$ cat config.mk
export PLATFORM = sky130hd
export DESIGN_NAME = rv32_imem_reader
export DESIGN_NICKNAME = d
export VERILOG_FILES = /design/src/rtl/rv32_imem_reader.sv
export SDC_FILE = /design/constraint.sdc
export NUM_CORES = 1
export LEC_CHECK = 0
export CAP_MARGIN = 40
export CORE_ASPECT_RATIO = 0.6
export CORE_UTILIZATION = 40
export CTS_BUF_LIST = sky130_fd_sc_hd__clkbuf_4
export DETAILED_ROUTE_END_ITERATION = 8
export GPL_TIMING_DRIVEN = 0
export PLACE_DENSITY = 0.73
export SLEW_MARGIN = 25
export SYNTH_ARGS = -nofsm -noshare
export SYNTH_HDL_FRONTEND = slang
export SYNTH_SLANG_ARGS = --single-unit
$ cat constraint.sdc
create_clock -name rv32_io_clk -period 5.7 [get_ports rv32_io_clk]
set_input_delay 1.425 -clock rv32_io_clk [delete_from_list [all_inputs] [get_ports rv32_io_clk]]
set_output_delay 1.425 -clock rv32_io_clk [all_outputs]
set_load 0.03 [all_outputs]
$ cat src/rtl/rv32_imem_reader.sv
// rv32_imem_reader: streams a run of imem words out on a valid/ready channel.
// Sync-read RAM port, 2-entry output FIFO, credit-based read issue.
module rv32_imem_reader #(
  parameter int ADDR_W = 12,
  parameter int DATA_W = 32
) (
  input  logic              rv32_io_clk,
  input  logic              rv32_io_rst,
  input  logic              start_i,
  input  logic [ADDR_W-1:0] base_addr_i,
  input  logic [ADDR_W:0]   count_i,
  output logic              busy_o,
  output logic              done_o,
  output logic              mem_rd_en_o,
  output logic [ADDR_W-1:0] mem_addr_o,
  input  logic [DATA_W-1:0] mem_rdata_i,
  output logic              out_valid_o,
  input  logic              out_ready_i,
  output logic [DATA_W-1:0] out_data_o,
  output logic [ADDR_W-1:0] out_addr_o,
  output logic              out_last_o
);

  typedef enum logic [1:0] {
    S_IDLE,
    S_READ,
    S_DRAIN,
    S_DONE
  } state_t;

  state_t              r_state;
  logic [ADDR_W-1:0]   r_rd_addr;
  logic [ADDR_W:0]     r_rd_rem;
  logic                r_busy;
  logic                r_done;
  logic                r_inflight;
  logic [ADDR_W-1:0]   r_inf_addr;
  logic                r_inf_last;

  logic [DATA_W-1:0]   r_buf_data [2];
  logic [ADDR_W-1:0]   r_buf_addr [2];
  logic                r_buf_last [2];
  logic                r_head;
  logic                r_tail;
  logic [1:0]          r_occ;

  logic                w_pop;
  logic                w_push;
  logic                w_issue;
  logic [2:0]          w_used;
  logic [2:0]          w_limit;
  logic                w_rem_one;

  // Credit: a read may issue only if its word is sure to find a free slot.
  assign w_pop     = out_valid_o & out_ready_i;
  assign w_push    = r_inflight;
  assign w_used    = {1'b0, r_occ} + {2'b00, r_inflight};
  assign w_limit   = 3'd2 + {2'b00, w_pop};
  assign w_issue   = (r_state == S_READ) && (w_used < w_limit);
  assign w_rem_one = (r_rd_rem == {{ADDR_W{1'b0}}, 1'b1});

  assign busy_o      = r_busy;
  assign done_o      = r_done;
  assign mem_rd_en_o = w_issue;
  assign mem_addr_o  = r_rd_addr;
  assign out_valid_o = (r_occ != 2'd0);
  assign out_data_o  = r_buf_data[r_head];
  assign out_addr_o  = r_buf_addr[r_head];
  assign out_last_o  = r_buf_last[r_head];

  // Run control: capture the request, issue reads, end on the last handshake.
  always_ff @(posedge rv32_io_clk) begin
    if (rv32_io_rst) begin
      r_state    <= S_IDLE;
      r_rd_addr  <= '0;
      r_rd_rem   <= '0;
      r_busy     <= 1'b0;
      r_done     <= 1'b0;
      r_inflight <= 1'b0;
      r_inf_addr <= '0;
      r_inf_last <= 1'b0;
    end else begin
      r_done     <= 1'b0;
      r_inflight <= w_issue;
      if (w_issue) begin
        r_inf_addr <= r_rd_addr;
        r_inf_last <= w_rem_one;
        r_rd_addr  <= r_rd_addr + 1'b1;
        r_rd_rem   <= r_rd_rem - 1'b1;
      end
      unique case (r_state)
        S_IDLE: begin
          if (start_i) begin
            r_rd_addr <= base_addr_i;
            r_rd_rem  <= count_i;
            r_busy    <= 1'b1;
            if (count_i == '0) begin
              r_state <= S_DONE;
              r_done  <= 1'b1;
            end else begin
              r_state <= S_READ;
            end
          end
        end
        S_READ: begin
          if (w_issue && w_rem_one) r_state <= S_DRAIN;
        end
        S_DRAIN: begin
          if (w_pop && out_last_o) begin
            r_state <= S_DONE;
            r_done  <= 1'b1;
          end
        end
        S_DONE: begin
          r_state <= S_IDLE;
          r_busy  <= 1'b0;
        end
        default: r_state <= S_IDLE;
      endcase
    end
  end

  // Output FIFO: push returning words, pop on handshake.
  always_ff @(posedge rv32_io_clk) begin
    if (rv32_io_rst) begin
      r_head <= 1'b0;
      r_tail <= 1'b0;
      r_occ  <= 2'd0;
      for (int i = 0; i < 2; i++) begin
        r_buf_data[i] <= '0;
        r_buf_addr[i] <= '0;
        r_buf_last[i] <= 1'b0;
      end
    end else begin
      if (w_push) begin
        r_buf_data[r_tail] <= mem_rdata_i;
        r_buf_addr[r_tail] <= r_inf_addr;
        r_buf_last[r_tail] <= r_inf_last;
        r_tail             <= ~r_tail;
      end
      if (w_pop) r_head <= ~r_head;
      r_occ <= r_occ + {1'b0, w_push} - {1'b0, w_pop};
    end
  end

endmodule

==> out/metrics.csv <==
stage;metric;value;unit
critical_path;crit_arrival;3.65;ns
flow_run;maxCapViolations;0;
global_route;grt_pass1_wl;22.4;mm
floorplan;num_io_pins;122;
synthesis;async_flop_share;0;%
timing;fin_crit;5.07;ns
finish;seqCellArea;3660;sq um
floorplan;start_util;42.0;%
power_and_ir_drop;p_per_area;416;nW/um^2
synthesis;syn_inst;527;
placed_design;dp_hpwl;10.1;mm
global_route;overflow;0;
critical_path;crit_slowest_cell;clkdlybuf4s50_1;
timing;skew;0.0246;ns
drt;dr.pass1.iters;5;
critical_path;critPathLaunchType;input pin;
floorplan;die_x;163;microns
finish;drive_above_1_share;13.7;%
drt;vias_per_cell;5.11;
power_and_ir_drop;ir_drop;171;uV
critical_path;crit_top_cell;clkdlybuf4s50_1;
synthesis;ys_seq_area_share;59.0;%
outcome;status;finished clean;
synthesis;synth_nets;599;
min_path;hold_path.class;flip-flop to flip-flop;
global_route;antenna_found_initial;0;
drt;ant_nets;0;
global_route;grt_max_degree;46;
clock_network;htree_levels;4;
synthesis;avgSynthCellArea;11.8;sq um
critical_path;worst-path-max-fanout;10;
drt;wl_per_cell;16.4;microns
floorplan;die_h;98.5;microns
synthesis;yosysWarnings;0;
synthesis;synth_top_area_share;43.5;%
drt;drc;0;
timing;grt_setup_unrepaired;no;
synthesis;synthDistinctLibCells;40;
clock_network;postCtsSetupRepairBufs;0;
synthesis;synth_most_common_cell;and2_1;
synthesis;yosys-top-cells-count;92 x and2_1, 90 x edfxtp_1, 48 x dfxtp_1;
power_and_ir_drop;power_leakage;2.90;nW
floorplan;rows;34;
critical_path;r2r_setup_slack;3.56;ns
finish;n_antenna_cell;0;
drt;drt_iter0_markers;265;
critical_path;crit_path_end_kind;primary output;
drt;vias;4483;
synthesis;post-synth-top-area-cell;edfxtp_1;
clock_network;cts_buffer_depth;2;
timing;tightest_slew;0.671;ns
finish;fillers;1319;
floorplan;coreArea;14800;sq um
min_path;min-delay-start;r_inf_addr[3];
finish;syn2layout_area_growth;27.6;%
drt;totalWireLength;14.3;mm
clock_network;cts_resized;0;
critical_path;ff2ff_path_depth;8;
synthesis;synth_edf_count;90;
global_route;first_global_vias;4410;
synthesis;synth_seq_cells;138;
clock_network;cts_root_buf;clkbuf_4;
finish;nets;738;
critical_path;crit_type;input pin to primary output;
timing;setup_viol;0;
clock_network;cts_buffers;17;
synthesis;syn_area;6210;sq um
power_and_ir_drop;total_power;3.30;mW
floorplan;die_area;16000;sq um
synthesis;synthFlopType;edfxtp_1;
finish;multi_input_area;2380;sq um
clock_network;clock_insertion_delay_worst_skew;0.56;ns
timing;whs;0.470;ns
min_path;hold_path_end;r_inf_addr[3];
timing;max_freq;0.197;GHz
timing;final_max_slew_viol_count;0;
timing;slew_headroom;55.3;%
critical_path;timing.rr.start;r_inflight;
timing;finalHoldViolCount;0;
critical_path;crit_required;4.28;ns
synthesis;synth_area_leaders;edfxtp_1 44%, dfxtp_1 15%, and2_1 9.3%;
clock_network;cts_tree;done;
min_path;worstHoldPathCells;2;
timing;tns;0;ns
critical_path;path_cells;clkdlybuf4s50_1 -> o21a_2 -> o2bb2ai_2 -> nand2_2 -> inv_2 -> buf_2 -> clkdlybuf4s50_1;
clock_network;cts_hold_buf;0;
critical_path;r2r_end;r_inf_addr[7];
clock_network;clkTransAtPathRegs;0.12;ns
global_route;grt_use_total;18.4;%
placed_design;port_buffers;120;
critical_path;max_stage_delay;0.71;ns
placed_design;gp_congestion;0.892;
clock_network;clock-sinks;138;
timing;finalCritPeriodShare;89.0;%
state kept, by name, indices dropped and copies added, names as in the netlist, 2 cells and up, named ones only:
| signal | count |
|---|---|
| r_buf_data | 64 |
| r_buf_addr | 24 |
| r_rd_rem | 13 |
| mem_addr_o | 12 |
| r_inf_addr | 12 |
| r_buf_last | 2 |
| r_occ | 2 |
| r_state | 2 |
kinds of logic after synthesis:
| group | Yosys count | synth area share (%) |
|---|---|---|
| flip-flops | 138 | 59.0 |
| AO/OA/AOI/OAI | 76 | 6.67 |
| XOR/XNOR | 27 | 3.81 |
| buffers and inverters | 44 | 2.78 |
| multiplexers | 46 | 8.32 |
| adder cells (fa/ha/maj) | 11 | 2.22 |
| AND/OR/NAND/NOR | 185 | 17.2 |
per-layer routing:
layer  vias to the layer above  GRT usage [%]  share of wire, %
met5                         -              0                 0
met4                         0           6.18               1.4
met3                        20           4.67               6.5
met2                       153           28.3                45
met1                      2164           25.3                47
li1                       2146              -                 -
how the worst max path moves through the flow:
stage / from / to / slack, ns / cells after the start
4_1_cts: out_ready_i / mem_rd_en_o / 0.61 / 7
2_1_floorplan: out_ready_i / mem_rd_en_o / 1.98 / 5
3_5_place_dp: out_ready_i / mem_rd_en_o / 0.62 / 7
5_1_grt: out_ready_i / mem_rd_en_o / 0.49 / 7
6_report: out_ready_i / mem_rd_en_o / 0.63 / 7
3_3_place_gp: out_ready_i / mem_rd_en_o / 0.66 / 7
critical path: cells and delay by family:
| family | cells | cell delay [ns] |
|---|---|---|
| simple gates | 1 | 0.18 |
| compound gates | 2 | 0.43 |
| buf+inv | 4 | 1.61 |
layout by cell type, fill, tap and decap left out, types with 3 or more instances in the layout:
master	count
nand4b_1	3
clkbuf_1	22
edfxtp_1	90
nand4_1	10
and3_1	8
nor4_1	3
nand2_1	32
inv_6	8
clkdlybuf4s50_1	120
inv_1	11
buf_1	4
dfxtp_1	48
buf_2	6
xor2_1	20
ha_1	11
nor2b_1	3
mux2_2	45
nor2_1	11
a21oi_1	43
nand3_1	11
and2_1	92
o21ai_0	25
clkinv_4	3
xnor2_1	7
clkbuf_4	17
layout make-up:
type,instances,share of cell area [%]
Multi-Input combinational cell,345,30.1
Buffer,32,1.61
Timing Repair Buffer,120,15.2
Tap cell,198,3.13
Sequential cell,138,46.2
Clock inverter,15,1.61
Clock buffer,17,1.61
Inverter,12,0.568
through the flow:
stage               utilization (%)  cell area (sq um)  cells  setup WS, ns
floorplan                         -               6210    527          1.98
global placement               51.7               7660    845         0.657
detailed placement             51.8               7670    845         0.623
CTS                            53.5               7930    877         0.614
global route                   53.5               7930    877         0.491
finish                         53.5               7930    877         0.629
where the power goes:
| part | leakage [nW] | internal [mW] | switching, mW |
|---|---|---|---|
| Combinational | 1.44 | 0.565 | 0.789 |
| Sequential | 1.33 | 1.23 | 0.116 |
| Clock | 0.133 | 0.186 | 0.410 |
(Power assumes the default switching activity.)
